$ cat config.mk
export PLATFORM = sky130hd
export DESIGN_NAME = operand_entry_buf_flat
export DESIGN_NICKNAME = d
export VERILOG_FILES = /design/src/rtl/operand_entry_buf_if.sv /design/src/rtl/operand_entry_buf.sv /design/src/flat_wrapper.sv
export SDC_FILE = /design/constraint.sdc
export NUM_CORES = 1
export LEC_CHECK = 0
export CAP_MARGIN = 20
export CORE_MARGIN = 5
export CORE_UTILIZATION = 30
export CTS_BUF_LIST = sky130_fd_sc_hd__clkbuf_4 sky130_fd_sc_hd__clkbuf_8
export DETAILED_ROUTE_END_ITERATION = 7
export SKIP_LAST_GASP = 1
export SYNTH_ARGS = -nofsm -noshare
export SYNTH_HDL_FRONTEND = slang
export SYNTH_SLANG_ARGS = --single-unit
$ cat constraint.sdc
create_clock -name clk -period 1.8 [get_ports clk]
set_input_delay 0.36 -clock clk [delete_from_list [all_inputs] [get_ports clk]]
set_output_delay 0.36 -clock clk [all_outputs]
set_load 0.02 [all_outputs]
$ cat src/rtl/operand_entry_buf_if.sv
// Keypad-side bundle for operand_entry_buf: key strobe/code and calculator context in,
// live entry, digit count and committed value out.
interface operand_entry_buf_if #(
   parameter int N_DIGITS = 4
);
   localparam int W  = 4 * N_DIGITS;
   localparam int NW = $clog2(N_DIGITS + 1);

   // bc is a single-cycle strobe with no back-pressure: every cycle with bc=1 is one key
   // press and the buffer always consumes it; guardar/reject answer it one cycle later.
   logic          bc;
   logic [4:0]    val;
   logic [2:0]    calcstate;
   logic          dec_mode;
   logic [W-1:0]  op;
   logic [NW-1:0] ndig;
   logic          full;
   logic          guardar;
   logic [W-1:0]  op_saved;
   logic          is_oper;
   logic          reject;

   modport master (
      output bc, val, calcstate, dec_mode,
      input  op, ndig, full, guardar, op_saved, is_oper, reject
   );

   modport slave (
      input  bc, val, calcstate, dec_mode,
      output op, ndig, full, guardar, op_saved, is_oper, reject
   );
endinterface

$ cat src/rtl/operand_entry_buf.sv
// Keypad operand/operator entry buffer: shifts digits into a live operand, loads operator
// codes, supports backspace/clear, and commits to a holding register on ENTER.
module operand_entry_buf #(
   parameter int         N_DIGITS   = 4,
   parameter logic [4:0] ENTER_CODE = 5'h13,
   parameter logic [4:0] BKSP_CODE  = 5'h14,
   parameter logic [4:0] CLR_CODE   = 5'h15,
   parameter logic [2:0] OP_STATE   = 3'b010,
   parameter logic [2:0] LOCK_STATE = 3'b011
) (
   input logic               clk,
   input logic               reset,
   operand_entry_buf_if.slave bus
);
   localparam int W  = 4 * N_DIGITS;
   localparam int NW = $clog2(N_DIGITS + 1);

   logic [W-1:0]  op_q, op_d;
   logic [NW-1:0] ndig_q, ndig_d;
   logic [W-1:0]  op_saved_q, op_saved_d;
   logic          is_oper_q, is_oper_d;
   logic          guardar_q, guardar_d;
   logic          reject_q, reject_d;
   logic          pend_q, pend_d;
   logic          full_w;
   logic          is_ctl;

   assign full_w = (ndig_q == NW'(N_DIGITS));
   assign is_ctl = bus.val[4];

   always_comb begin
      op_d       = op_q;
      ndig_d     = ndig_q;
      op_saved_d = op_saved_q;
      is_oper_d  = is_oper_q;
      pend_d     = pend_q;
      guardar_d  = 1'b0;
      reject_d   = 1'b0;
      if (bus.bc) begin
         if (bus.calcstate == LOCK_STATE) begin
            reject_d = 1'b1;
         end else if (bus.calcstate == OP_STATE) begin
            if (!is_ctl || bus.val == BKSP_CODE) begin
               reject_d = 1'b1;
            end else if (bus.val == CLR_CODE) begin
               op_d   = '0;
               ndig_d = '0;
               pend_d = 1'b0;
            end else if (bus.val == ENTER_CODE) begin
               if (pend_q) begin
                  op_saved_d = op_q;
                  is_oper_d  = 1'b1;
                  guardar_d  = 1'b1;
                  op_d       = '0;
                  ndig_d     = '0;
                  pend_d     = 1'b0;
               end else begin
                  reject_d = 1'b1;
               end
            end else begin
               // Operator replaces whatever is displayed; a later operator overwrites it.
               op_d   = W'(bus.val);
               ndig_d = '0;
               pend_d = 1'b1;
            end
         end else begin
            if (!is_ctl) begin
               if (!full_w && !(bus.dec_mode && bus.val[3:0] > 4'd9)) begin
                  op_d   = (op_q << 4) | W'(bus.val[3:0]);
                  ndig_d = ndig_q + NW'(1);
                  pend_d = 1'b0;
               end else begin
                  reject_d = 1'b1;
               end
            end else if (bus.val == BKSP_CODE) begin
               if (ndig_q != '0) begin
                  op_d   = op_q >> 4;
                  ndig_d = ndig_q - NW'(1);
               end else begin
                  reject_d = 1'b1;
               end
            end else if (bus.val == CLR_CODE) begin
               op_d   = '0;
               ndig_d = '0;
               pend_d = 1'b0;
            end else if (bus.val == ENTER_CODE) begin
               // An empty entry still commits, as the value 0.
               op_saved_d = op_q;
               is_oper_d  = 1'b0;
               guardar_d  = 1'b1;
               op_d       = '0;
               ndig_d     = '0;
               pend_d     = 1'b0;
            end else begin
               reject_d = 1'b1;
            end
         end
      end
   end

   always_ff @(posedge clk) begin
      if (reset) begin
         op_q       <= '0;
         ndig_q     <= '0;
         op_saved_q <= '0;
         is_oper_q  <= 1'b0;
         guardar_q  <= 1'b0;
         reject_q   <= 1'b0;
         pend_q     <= 1'b0;
      end else begin
         op_q       <= op_d;
         ndig_q     <= ndig_d;
         op_saved_q <= op_saved_d;
         is_oper_q  <= is_oper_d;
         guardar_q  <= guardar_d;
         reject_q   <= reject_d;
         pend_q     <= pend_d;
      end
   end

   assign bus.op       = op_q;
   assign bus.ndig     = ndig_q;
   assign bus.full     = full_w;
   assign bus.guardar  = guardar_q;
   assign bus.op_saved = op_saved_q;
   assign bus.is_oper  = is_oper_q;
   assign bus.reject   = reject_q;
endmodule

$ cat src/flat_wrapper.sv
// flat-port wrapper written by rule: the top's interface ports become plain ports
module operand_entry_buf_flat 
#(
   parameter int         N_DIGITS   = 4,
   parameter logic [4:0] ENTER_CODE = 5'h13,
   parameter logic [4:0] BKSP_CODE  = 5'h14,
   parameter logic [4:0] CLR_CODE   = 5'h15,
   parameter logic [2:0] OP_STATE   = 3'b010,
   parameter logic [2:0] LOCK_STATE = 3'b011
)
  (clk, reset, bus_bc, bus_val, bus_calcstate, bus_dec_mode, bus_op, bus_ndig, bus_full, bus_guardar, bus_op_saved, bus_is_oper, bus_reject);
  operand_entry_buf_if #(.N_DIGITS(N_DIGITS)) bus_i ();
  input logic clk;
  input logic reset;
  input wire logic [$bits(bus_i.bc)-1:0] bus_bc;
  input wire logic [$bits(bus_i.val)-1:0] bus_val;
  input wire logic [$bits(bus_i.calcstate)-1:0] bus_calcstate;
  input wire logic [$bits(bus_i.dec_mode)-1:0] bus_dec_mode;
  output wire logic [$bits(bus_i.op)-1:0] bus_op;
  output wire logic [$bits(bus_i.ndig)-1:0] bus_ndig;
  output wire logic [$bits(bus_i.full)-1:0] bus_full;
  output wire logic [$bits(bus_i.guardar)-1:0] bus_guardar;
  output wire logic [$bits(bus_i.op_saved)-1:0] bus_op_saved;
  output wire logic [$bits(bus_i.is_oper)-1:0] bus_is_oper;
  output wire logic [$bits(bus_i.reject)-1:0] bus_reject;
  assign bus_i.bc = bus_bc;
  assign bus_i.val = bus_val;
  assign bus_i.calcstate = bus_calcstate;
  assign bus_i.dec_mode = bus_dec_mode;
  assign bus_op = bus_i.op;
  assign bus_ndig = bus_i.ndig;
  assign bus_full = bus_i.full;
  assign bus_guardar = bus_i.guardar;
  assign bus_op_saved = bus_i.op_saved;
  assign bus_is_oper = bus_i.is_oper;
  assign bus_reject = bus_i.reject;
  operand_entry_buf #(.N_DIGITS(N_DIGITS), .ENTER_CODE(ENTER_CODE), .BKSP_CODE(BKSP_CODE), .CLR_CODE(CLR_CODE), .OP_STATE(OP_STATE), .LOCK_STATE(LOCK_STATE)) u_core (.clk(clk), .reset(reset), .bus(bus_i));
endmodule
[After elaboration in Yosys (flattened, before gate mapping)]
Cells that the tools add are included.
Word-level totals
  bits in registers: 39
  output and inout bits: 39
  word-level logic and storage cells: 112
Cells by class
  $add $sub $neg: 2
  $lt $le $gt $ge: 1
  eq/ne operators: 17
  muxes and demuxes: 67
  bitwise operators: 3
  reductions and logical operators: 15
Operator list (number)
  2-to-1 mux 16 bit: 20
  2-to-1 mux 1 bit: 36
  2-to-1 mux 3 bit: 11
  OR 16 x 4 -> 16 bit: 1
  equality test 5 bit, second input constant: 3
  AND reduction 10 bit: 1
  != test 4 x 3 -> 1 bit, second input constant: 2
  AND reduction 7 bit: 1
  equality test 3 x 2 -> 1 bit, second input constant: 2
  != test 2 x 1 -> 1 bit, second input constant: 3
  != test 2 bit, second input constant: 3
  AND reduction 6 bit: 1
  nonzero test 3 bit: 2
  != test 5 x 1 -> 1 bit, second input constant: 1
  > comparator 4 bit, second input constant: 1
  != test 4 x 1 -> 1 bit, second input constant: 1
  nonzero test 2 bit: 2
  adder 3 x 1 -> 3 bit, second input constant: 1
  equality test 3 bit, second input constant: 1
  zero test 1 bit: 3
  != test 3 x 2 -> 1 bit, second input constant: 1
  OR reduction 3 bit: 1
  subtractor 3 x 1 -> 3 bit, second input constant: 1
  logical AND 1 bit: 2
  other kinds (3): 4

[Depth between registers and ports, before layout]
Gate-level depths: netlist of run 1.
  word-level depth: 8
  gate-level depth with buffers: 8
  depth with buffers taken out: 7

[Worst setup path after synthesis of run 1]
OpenSTA, ideal clock, no wires.
  path type: register -> register
  start: register u_core.ndig_q[0] (netlist: u_core.bus.ndig[0])
  end: register u_core.op_q[0] (netlist: u_core.bus.op[0])
  data arrival time: 2.233 ns
  required time: 1.712 ns
  slack: -0.521 ns
  stages on the path, launching flop included: 9
  buffers on the path: 1
  cells stage by stage: dfxtp_1 -> inv_1 -> ha_1 -> and2_1 -> or3_1 -> a21oi_1 -> buf_6 -> a21oi_2 -> a311oi_2
On the way
  cells in the longest elaborated chain, start to end: 5
  elaborated cells between the ends (all ways): 7
  those cells by class: 2 x eq/ne; 5 x reduce/logical
RTL lines
  from (decl): RTL line operand_entry_buf.sv:19  | logic [NW-1:0] ndig_q, ndig_d;
  from (signal assigned): RTL line operand_entry_buf.sv:112  | ndig_q <= ndig_d;
  equality test 3 bit: RTL line operand_entry_buf.sv:28  | assign full_w = (ndig_q == NW'(N_DIGITS));
  named net bus_full: RTL line flat_wrapper.sv:21  | output wire logic [$bits(bus_i.full)-1:0] bus_full;
  zero test 1 bit: RTL line operand_entry_buf.sv:68  | if (!full_w && !(bus.dec_mode && bus.val[3:0] > 4'd9)) begin
  logical AND 1 bit: RTL line operand_entry_buf.sv:68
  nonzero test 3 bit (no source line)
  AND reduction 7 bit (no source line)
  to (signal assigned): RTL line operand_entry_buf.sv:111  | op_q <= op_d;
  to (decl): RTL line operand_entry_buf.sv:18  | logic [W-1:0] op_q, op_d;
The timed path passes the listed nets, and every way through them passes these cells.
A chain may end at the register's enable or synchronous reset.

[Final worst setup path of run 1]
  start: input bus_val[0]
  end: register u_core.op_q[6] (netlist: u_core.bus.op[6])
On the way
  cells in the longest elaborated chain, start to end: 6
  elaborated cells between the ends (all ways): 21
  those cells by class: 1 x order compare; 7 x eq/ne; 7 x mux; 6 x reduce/logical
RTL lines
  from (decl): RTL line flat_wrapper.sv:16  | input wire logic [$bits(bus_i.val)-1:0] bus_val;
  > comparator 4 bit: RTL line operand_entry_buf.sv:68
  logical AND 1 bit: RTL line operand_entry_buf.sv:68
  zero test 1 bit: RTL line operand_entry_buf.sv:68
  logical AND 1 bit: RTL line operand_entry_buf.sv:68
  nonzero test 3 bit (no source line)
  AND reduction 7 bit (no source line)
Several ways; a longest one is shown, not always the timed one. The select of a mux whose other input is x is not followed.

==> results.py, run 1 <==
metrics = {
    "cells_and_area": {
        "syn2layout_area_growth_pct": 61.5,
        "final_util": 0.499,
        "nNetsFinal": 355,
        "num_antenna_cells": 0,
        "layoutNonFillerInstCount": 437,
        "drive_gt1_frac": 0.349,
    },
    "sta": {
        "layout_min_cycle_time_ns": 1.83,
        "worstMarginPinSlew_ns": 0.502,
        "report.final.slew_viol_count": 0,
        "postLayoutSetupSlackWorst_ns": -0.0336,
        "max_freq_mhz": 545,
        "setup_violations": 17,
        "hold_viol": 0,
        "skew_ns": 0.00813,
        "rsz0062_at_grt": "yes",
        "slew_headroom": 0.664,
        "whs_ns": 0.491,
        "post-route-period-util": 1.02,
    },
    "route": {
        "drt_wl_total_um": 6480,
        "drt_iter0_drc": 127,
        "drc": 0,
        "drt_first_pass_iters": 4,
        "routedWlPerCell_um": 14.8,
        "routed-via-count": 2145,
        "ant_nets": 0,
        "routed_via_density": 4.91,
    },
    "die": {
        "row_count": 30,
        "io_pins": 51,
        "die_x_um": 93.7,
        "start_util": 0.309,
        "coreArea_mm2": 0.00679,
        "dieArea_mm2": 0.00878,
        "die_h_um": 93.7,
    },
    "clock_network": {
        "clk_path_buf_depth": 2,
        "cts_tree": "yes",
        "clk_pin_slew_ns": 0.08,
        "cts_buffers": 5,
        "cts-root-buf": "clkbuf_8",
        "cts_num_sinks": 39,
        "clock_latency_ns": 0.29,
        "h-tree-depth": 2,
    },
    "synth": {
        "ys_seq_area_frac": 0.372,
        "synthMuxAreaShare": 0.0905,
        "netlist_area_mm2": 0.00210,
        "synth_xor_area_frac": 0.00417,
        "synth_fa_ha_area_frac": 0.0179,
        "netlist_top_cells_count": "39 x dfxtp_1, 22 x nor2_1, 19 x mux2i_1",
        "synth_top_area_frac": 0.372,
        "synth_compound_area_frac": 0.246,
        "ys_ff_latch": 39,
        "async_reset_ff_frac": 0,
        "synth.top_cells.by_area": "dfxtp_1 37%, mux2i_1 9.1%, o21ai_0 4.3%, nor2_1 3.9%, nor2b_1 3.6%",
        "synth_cell_types": 50,
        "synth_nets": 253,
        "synth-edff-count": 0,
        "synth-simple-area-share": 0.203,
        "netlist_instances": 238,
        "yosysMostFrequentCell": "dfxtp_1",
        "synth_ff_type": "dfxtp_1",
        "yosysWarnings": 0,
        "synth_top_cell_by_area": "dfxtp_1",
        "avgSynthCellArea_um2": 8.83,
        "synth_top_family_by_area": "compound AO/OA/AOI/OAI gates",
    },
    "critical_path": {
        "crit_chain": "buf_2, or4b_4, buf_6, o21ai_4, a21oi_4, buf_4, buf_4, a211o_2, o21ai_1",
        "path_class": "in2reg",
        "path_common_cell": "buf_4",
        "cp_data_required_time_ns": 2.03,
        "worstPathMaxFanout": 6,
        "arrival_ns": 2.06,
        "reg2reg_to": "u_core.bus.ndig[2]",
        "end_kind": "flip-flop",
        "rrSetupSlack_ns": -0.02,
        "crit_path_start": "bus_val[0]",
        "reg2reg_depth": 9,
        "timing.rr.start": "u_core.bus.ndig[0]",
        "start_kind": "input pin",
        "cpPeakStageDelay_ns": 0.55,
        "cp_slowest_cell": "or4b_4",
    },
    "grt": {
        "grt-ovfl-total": 0,
        "antenna_found_initial": 0,
        "grt_pass1_vias": 2195,
        "grt_usage": 0.152,
        "grt_pass1_wl_um": 10700,
        "grt_max_degree": 32,
    },
    "status": {
        "status": "finished, violations left",
        "violations": "setup timing",
    },
    "hold_path": {
        "min_to": "u_core.bus.reject",
        "min_from": "bus_bc",
        "min_path_type": "in2reg",
        "holdPathStages": 3,
    },
    "placement": {
        "gp_congestion": 0.858,
        "placed_cells": 416,
        "portBuffers": 50,
        "place_hpwl_um": 4580,
        "place_ws_ns": -0.720,
    },
    "power_and_ir_drop": {
        "power_mw": 1.93,
        "power.leakage_nw": 1.24,
        "peakVddDrop_uv": 265,
        "cellPowerDensity_mw_per_mm2": 570,
    },
    "flow_run": {
        "max_cap_viol_count": 0,
    },
}
stage by stage:
stage,area [um2],TNS (ns)
global route,3390,-2.24
detailed placement,3060,-25.78
CTS,3390,-0.751
finish,3390,-0.169
floorplan,2160,-3.59
global placement,3060,-24.67
worst max path at each step:
stage | cells after the start | end
after CTS | 9 | u_core.bus.op_saved[3]
final | 9 | u_core.bus.op[6]
after floorplan | 7 | u_core.bus.op[5]
after global placement | 7 | u_core.bus.op[4]
after detailed placement | 7 | u_core.bus.op[4]
after global routing | 8 | u_core.bus.op[10]
registers in the layout, indices dropped and copies added, names as in the netlist:
register             cells
u_core.bus.guardar       1
u_core.bus.op           16
u_core.pend_q            1
u_core.bus.op_saved     16
u_core.bus.reject        1
u_core.bus.is_oper       1
u_core.bus.ndig          3
critical path: cells and delay by family:
kind                   cells  cell delay (ns)
and+or+nand+nor            1             0.55
buffers and inverters      4             0.53
AOI/OAI and AO/OA          4             0.63
placed cells by master, fill, tap and decap left out, drive strengths merged, types with 2 or more instances in the layout:
cell type / netlist / final
nand2: 15 / 15
ha: 3 / 3
o221ai: 2 / 2
o211ai: 3 / 3
clkdlybuf4s15: 0 / 2
dfxtp: 39 / 39
a211oi: 2 / 2
a32oi: 3 / 3
nand4: 3 / 3
nor3: 5 / 5
a31oi: 2 / 2
nor2: 23 / 23
o41ai: 2 / 2
a311oi: 3 / 3
nand3b: 2 / 2
or2b: 2 / 2
a21o: 2 / 2
a21oi: 9 / 9
buf: 9 / 67
clkdlybuf4s50: 0 / 39
inv: 10 / 10
dlygate4sd2: 0 / 4
nor2b: 12 / 12
nor4: 2 / 2
a211o: 5 / 5
clkbuf: 9 / 7
mux2i: 19 / 19
and2: 2 / 2
nand3: 6 / 6
or4b: 2 / 2
o21ai: 29 / 29
cell type report:
type                       count  area (um2)
inverter                      10        40.0
sequential                    39         788
fill                         647        3400
multi-input combinational    171        1310
tap                           96         120
clock inverter                 1        5.00
timing repair buffer         113        1040
clock buffer                   7        83.8
kinds of logic after synthesis:
| kind of cell | count (synthesis) |
|---|---|
| adders and majority gates | 3 |
| AOI/OAI and AO/OA | 68 |
| and+or+nand+nor | 80 |
| muxes | 19 |
| xor gates and xnor gates | 1 |
| DFF | 39 |
| buffers and inverters | 28 |
where the power goes:
part,switching (mW),internal [mW],leakage [nW]
clock,0.306,0.303,0.0491
sequential,0.0170,0.876,0.317
combinational,0.217,0.215,0.879
total,0.541,1.39,1.24
what timing repair did:
action,in CTS,in global routing
cloned,3,0
gates resized for setup,52,16
setup buffers,10,2
hold buffers,0,0
pin swaps,20,12
endpoints found under the setup margin,40,40
per-layer routing:
layer | vias to the layer above | part of all wire | global-route usage
met3 | 12 | 0.043 | 0.0288
met2 | 62 | 0.48 | 0.255
met4 | 0 | 0.017 | 0.0469
met5 | - | 0 | 0
li1 | 1065 | - | -
met1 | 1006 | 0.46 | 0.197
Power figures use the tool's default switching activity.
==> inputs of run 2 (changes only) <==
CORE_MARGIN = default   (was 5)
==> run 2 against run 1 <==
Effect of this change:
- the flow still finishes with violations (setup timing)
- critical path depth did not move
- power up 9.0%
- via count is 0.79% higher
==> results.py, run 2 (synthesized netlist as in run 1, its figures left out) <==
metrics = {
    "clock_network": {
        "clock_latency_ns": 0.29,
        "h-tree-depth": 2,
        "clk_pin_slew_ns": 0.08,
        "cts-root-buf": "clkbuf_8",
        "clk_path_buf_depth": 2,
        "cts_buffers": 5,
        "cts_tree": "yes",
        "cts_num_sinks": 39,
    },
    "route": {
        "routedWlPerCell_um": 14.8,
        "drt_wl_total_um": 6460,
        "routed_via_density": 4.95,
        "routed-via-count": 2162,
        "drt_first_pass_iters": 4,
        "drc": 0,
        "drt_iter0_drc": 177,
        "ant_nets": 0,
    },
    "critical_path": {
        "path_class": "in2reg",
        "cp_data_required_time_ns": 1.99,
        "start_kind": "input pin",
        "crit_chain": "buf_2, or4b_4, buf_6, o21ai_4, a21oi_4, buf_4, buf_4, a211o_2, o41ai_2",
        "cpPeakStageDelay_ns": 0.53,
        "cp_top_family": "compound AO/OA/AOI/OAI gates",
        "end_kind": "flip-flop",
        "cp_slowest_cell": "or4b_4",
        "worstPathMaxFanout": 4,
        "arrival_ns": 2.10,
        "path_common_cell": "buf_4",
        "path_buf_inv": 4,
    },
    "cells_and_area": {
        "syn2layout_area_growth_pct": 66.6,
        "final_util": 0.515,
        "final_cell_mix": "46 x buf_4, 40 x clkdlybuf4s50_1, 37 x dfxtp_1",
        "seq_area_um2": 788,
        "fill_cells": 631,
        "nNetsFinal": 355,
        "num_antenna_cells": 0,
        "final_area_mm2": 0.00350,
        "drive_gt1_frac": 0.361,
        "multi_input_area_mm2": 0.00131,
        "final_common_cell": "buf_4",
    },
    "power_and_ir_drop": {
        "p_sw_frac": 0.264,
        "power.leakage_nw": 1.28,
        "seqPwrFrac": 0.423,
        "clockPowerShare": 0.363,
        "combPwrFrac": 0.214,
        "cellPowerDensity_mw_per_mm2": 602,
        "internal_power_mw": 1.55,
        "power_switching_mw": 0.556,
        "peakVddDrop_uv": 352,
        "power_mw": 2.11,
    },
    "grt": {
        "antenna_found_initial": 0,
        "grt_max_degree": 30,
        "grt_pass1_wl_um": 10400,
        "grt-ovfl-total": 0,
        "grt_pass1_vias": 2053,
        "grt_usage": 0.183,
    },
    "sta": {
        "slew_headroom": 0.645,
        "postLayoutSetupSlackWorst_ns": -0.110,
        "report.final.slew_viol_count": 0,
        "rsz0062_at_grt": "yes",
        "post-route-period-util": 1.06,
        "skew_ns": 0.00439,
        "max_freq_mhz": 523,
        "worstMarginPinSlew_ns": 0.531,
        "hold_viol": 0,
        "layout_min_cycle_time_ns": 1.91,
        "setup_violations": 20,
    },
    "die": {
        "row_count": 30,
        "dieArea_mm2": 0.00734,
        "start_util": 0.309,
        "io_pins": 51,
        "die_x_um": 85.7,
        "die_h_um": 85.7,
        "coreArea_mm2": 0.00679,
    },
    "hold_path": {
        "min_path_type": "reg2reg",
    },
    "flow_run": {
        "max_cap_viol_count": 0,
    },
    "placement": {
        "portBuffers": 50,
        "place_hpwl_um": 4450,
        "gp_congestion": 0.806,
        "post_dp_cell_area_mm2": 0.00307,
    },
    "status": {
        "violations": "setup timing",
        "status": "finished, violations left",
    },
}
==> run 2: what timing repair did <==
| action | CTS | global route |
|---|---|---|
| setup endpoints to repair | 40 | 38 |
| gates resized for setup | 46 | 18 |
| hold endpoints to repair | 0 | 0 |
| pin swaps | 14 | 7 |
| cloned | 3 | 0 |
| setup buffers | 9 | 3 |
| hold buffers | 0 | 0 |
==> run 2: final timing paths <==
path | from | end | slack, ns | depth (start not counted)
setup reg to reg | u_core.bus.ndig[0] | u_core.bus.op[5] | -0.11 | 9
hold reg to reg | u_core.bus.op_saved[15] | u_core.bus.op_saved[15] | 0.49 | 2
setup / recovery | bus_val[0] | u_core.bus.op[5] | -0.11 | 9
hold / removal | u_core.bus.op_saved[15] | u_core.bus.op_saved[15] | 0.49 | 2
==> run 2: tightest hold or removal path, delay by kind of cell, from the launching register on <==
kind          cells  cell delay (ns)
flops             1             0.33
simple gates      1             0.07
mux               1             0.06
==> run 2: final cells by class <==
cell class                      count  area share
Clock buffer                        6      0.0236
Clock inverter                      2      0.0100
Inverter                           10      0.0114
Multi-Input combinational cell    171       0.375
Sequential cell                    39       0.225
Tap cell                           96      0.0343
Timing Repair Buffer              113       0.321
==> run 2: routing by layer <==
metal / track usage / vias to the layer above / wire, um
met5: 0 / - / 0
met4: 0.0530 / 0 / 96
met3: 0.0356 / 10 / 223
met2: 0.300 / 53 / 3100
met1: 0.243 / 1030 / 3040
li1: - / 1069 / -
==> run 2: metrics by stage <==
stage               hold WS, ns  setup slack (ns)  TNS, ns  instances
global placement          0.473            -0.684   -23.93        414
global route              0.531            -0.160    -2.61        437
detailed placement        0.480            -0.757   -25.89        414
floorplan                 0.472            -0.166    -3.59        238
CTS                       0.500           -0.0773    -1.06        434
finish                    0.493            -0.110    -1.46        437
==> run 2: power groups by stage <==
stage | Combinational (mW) | Sequential, mW | Clock (mW)
after floorplan | 0.181 | 0.928 | 0
after global placement | 0.365 | 0.912 | 0
after detailed placement | 0.368 | 0.911 | 0
after CTS | 0.425 | 0.891 | 0.776
after global routing | 0.480 | 0.894 | 0.826
final | 0.450 | 0.892 | 0.765
==> inputs of run 3 (changes only) <==
CORE_UTILIZATION = 25   (was 30)
==> run 3 against run 2 <==
Effect of this change:
- the run still ends with setup timing left
- cell count is 2.5% higher
- global-route usage fell by 2.5 points
- cell area decreased by 0.75%
- via count fell by 0.93%
- wire length increased by 3.1%
- sequential power hardly changed
- critical path type unchanged
- critical endpoint is now u_core.bus.op[6]
- highest routed layer unchanged
==> results.py, run 3 (synthesized netlist as in run 1, its figures left out) <==
metrics = {
    "critical_path": {
        "worstPathMaxFanout": 5,
        "rrSetupSlack_ns": -0.03,
        "cp_data_required_time_ns": 1.99,
        "end_kind": "flip-flop",
        "arrival_ns": 2.02,
        "reg2reg_depth": 9,
        "crit_path_start": "bus_val[2]",
        "timing.rr.start": "u_core.bus.ndig[0]",
        "path_class": "in2reg",
        "reg2reg_to": "u_core.bus.op[6]",
        "start_kind": "input pin",
    },
    "sta": {
        "whs_ns": 0.488,
        "layout_min_cycle_time_ns": 1.83,
        "postLayoutSetupSlackWorst_ns": -0.0313,
        "worstMarginPinSlew_ns": 0.521,
        "rsz0062_at_grt": "yes",
        "max_freq_mhz": 546,
        "hold_viol": 0,
        "skew_ns": 0.00372,
        "report.final.slew_viol_count": 0,
        "setup_violations": 15,
        "post-route-period-util": 1.02,
        "tns_ns": -0.222,
        "slew_headroom": 0.651,
    },
    "grt": {
        "antenna_found_initial": 0,
        "grt_usage": 0.158,
        "grt_pass1_vias": 2030,
        "grt_pass1_wl_um": 10600,
        "grt_max_degree": 25,
        "grt-ovfl-total": 0,
    },
    "route": {
        "drt_wl_total_um": 6660,
        "drt_first_pass_iters": 8,
        "routedWlPerCell_um": 14.9,
        "drc": 0,
        "drt_iter0_drc": 78,
        "ant_nets": 0,
        "routed_via_density": 4.78,
        "routed-via-count": 2142,
    },
    "die": {
        "coreArea_mm2": 0.00818,
        "row_count": 33,
        "io_pins": 51,
        "start_util": 0.257,
        "die_x_um": 93.7,
        "dieArea_mm2": 0.00877,
        "die_h_um": 93.7,
    },
    "placement": {
        "gp_congestion": 0.852,
        "portBuffers": 50,
        "place_hpwl_um": 4720,
        "placed_cells": 423,
    },
    "hold_path": {
        "holdPathStages": 3,
        "min_from": "bus_bc",
        "min_to": "u_core.bus.reject",
        "min_path_type": "in2reg",
    },
    "power_and_ir_drop": {
        "power_mw": 1.95,
        "cellPowerDensity_mw_per_mm2": 560,
        "peakVddDrop_uv": 273,
        "power.leakage_nw": 1.29,
    },
    "clock_network": {
        "cts_num_sinks": 39,
        "clk_path_buf_depth": 2,
        "h-tree-depth": 2,
        "clk_pin_slew_ns": 0.07,
        "cts_buffers": 5,
        "cts_tree": "yes",
        "cts-root-buf": "clkbuf_8",
        "clock_latency_ns": 0.30,
    },
    "cells_and_area": {
        "final_common_cell": "buf_4",
        "num_antenna_cells": 0,
        "final_cell_mix": "46 x buf_4, 38 x clkdlybuf4s50_1, 37 x dfxtp_1",
        "nNetsFinal": 358,
        "drive_gt1_frac": 0.359,
        "layoutNonFillerInstCount": 448,
        "syn2layout_area_growth_pct": 65.3,
    },
    "status": {
        "violations": "setup timing",
        "status": "finished, violations left",
    },
    "flow_run": {
        "max_cap_viol_count": 0,
    },
}
[run 3: changes by cell type in the layout (fill, tap and decap cells not counted), sizes merged]
| cell | before | now |
|---|---|---|
| dlymetal6s2s | 0 | 2 |
| bufinv | 1 | 0 |
| clkbuf | 7 | 6 |
| dlygate4sd2 | 3 | 4 |
| clkdlybuf4s50 | 40 | 38 |
| buf | 67 | 70 |
[run 3: worst max-delay path by stage]
stage                                    end  slack, ns
final                       u_core.bus.op[6]      -0.03
after global placement     u_core.bus.op[14]      -0.73
after detailed placement  u_core.bus.ndig[1]      -0.75
after global routing       u_core.bus.op[10]      -0.08
after CTS                 u_core.bus.ndig[1]       -0.1
after floorplan             u_core.bus.op[5]      -0.17
[run 3: where the power goes]
group | internal [mW] | switching [mW] | total (mW) | leakage, nW
sequential | 0.876 | 0.0191 | 0.895 | 0.317
combinational | 0.220 | 0.219 | 0.439 | 0.931
clock | 0.301 | 0.312 | 0.612 | 0.0470
total | 1.40 | 0.550 | 1.95 | 1.29
[run 3: routing by layer]
layer,part of all wire,global-route usage
met2,0.49,0.267
met1,0.46,0.206
met4,0.015,0.0462
met5,0,0
met3,0.036,0.0235
[run 3: critical path, cell delays in order]
cell	delay [ns]
buf_6	0.09
buf_6	0.10
buf_6	0.11
o211a_1	0.24
or3_4	0.42
a21oi_4	0.29
buf_6	0.15
buf_6	0.09
a211o_4	0.11
o21ai_2	0.04
[run 3: cell type report]
type	instances	area [um2]
fill	834	4700
tap	105	131
clock buffer	6	82.6
timing repair buffer	116	1100
sequential	39	788
multi-input combinational	171	1320
inverter	10	42.5
clock inverter	1	5.00
[run 3: metrics by stage]
step | cell area [um2] | setup WS, ns | utilization
global placement | 3060 | -0.732 | 0.374
detailed placement | 3060 | -0.749 | 0.374
finish | 3470 | -0.0313 | 0.425
CTS | 3380 | -0.0991 | 0.413
floorplan | 2160 | -0.166 | -
global route | 3470 | -0.0788 | 0.425
[run 3: timing repair]
item	CTS	global route
gates resized for setup	50	29
endpoints found under the setup margin	40	39
buffers inserted	14	3
cloned	2	0
pin swaps	17	17
hold buffers	0	0
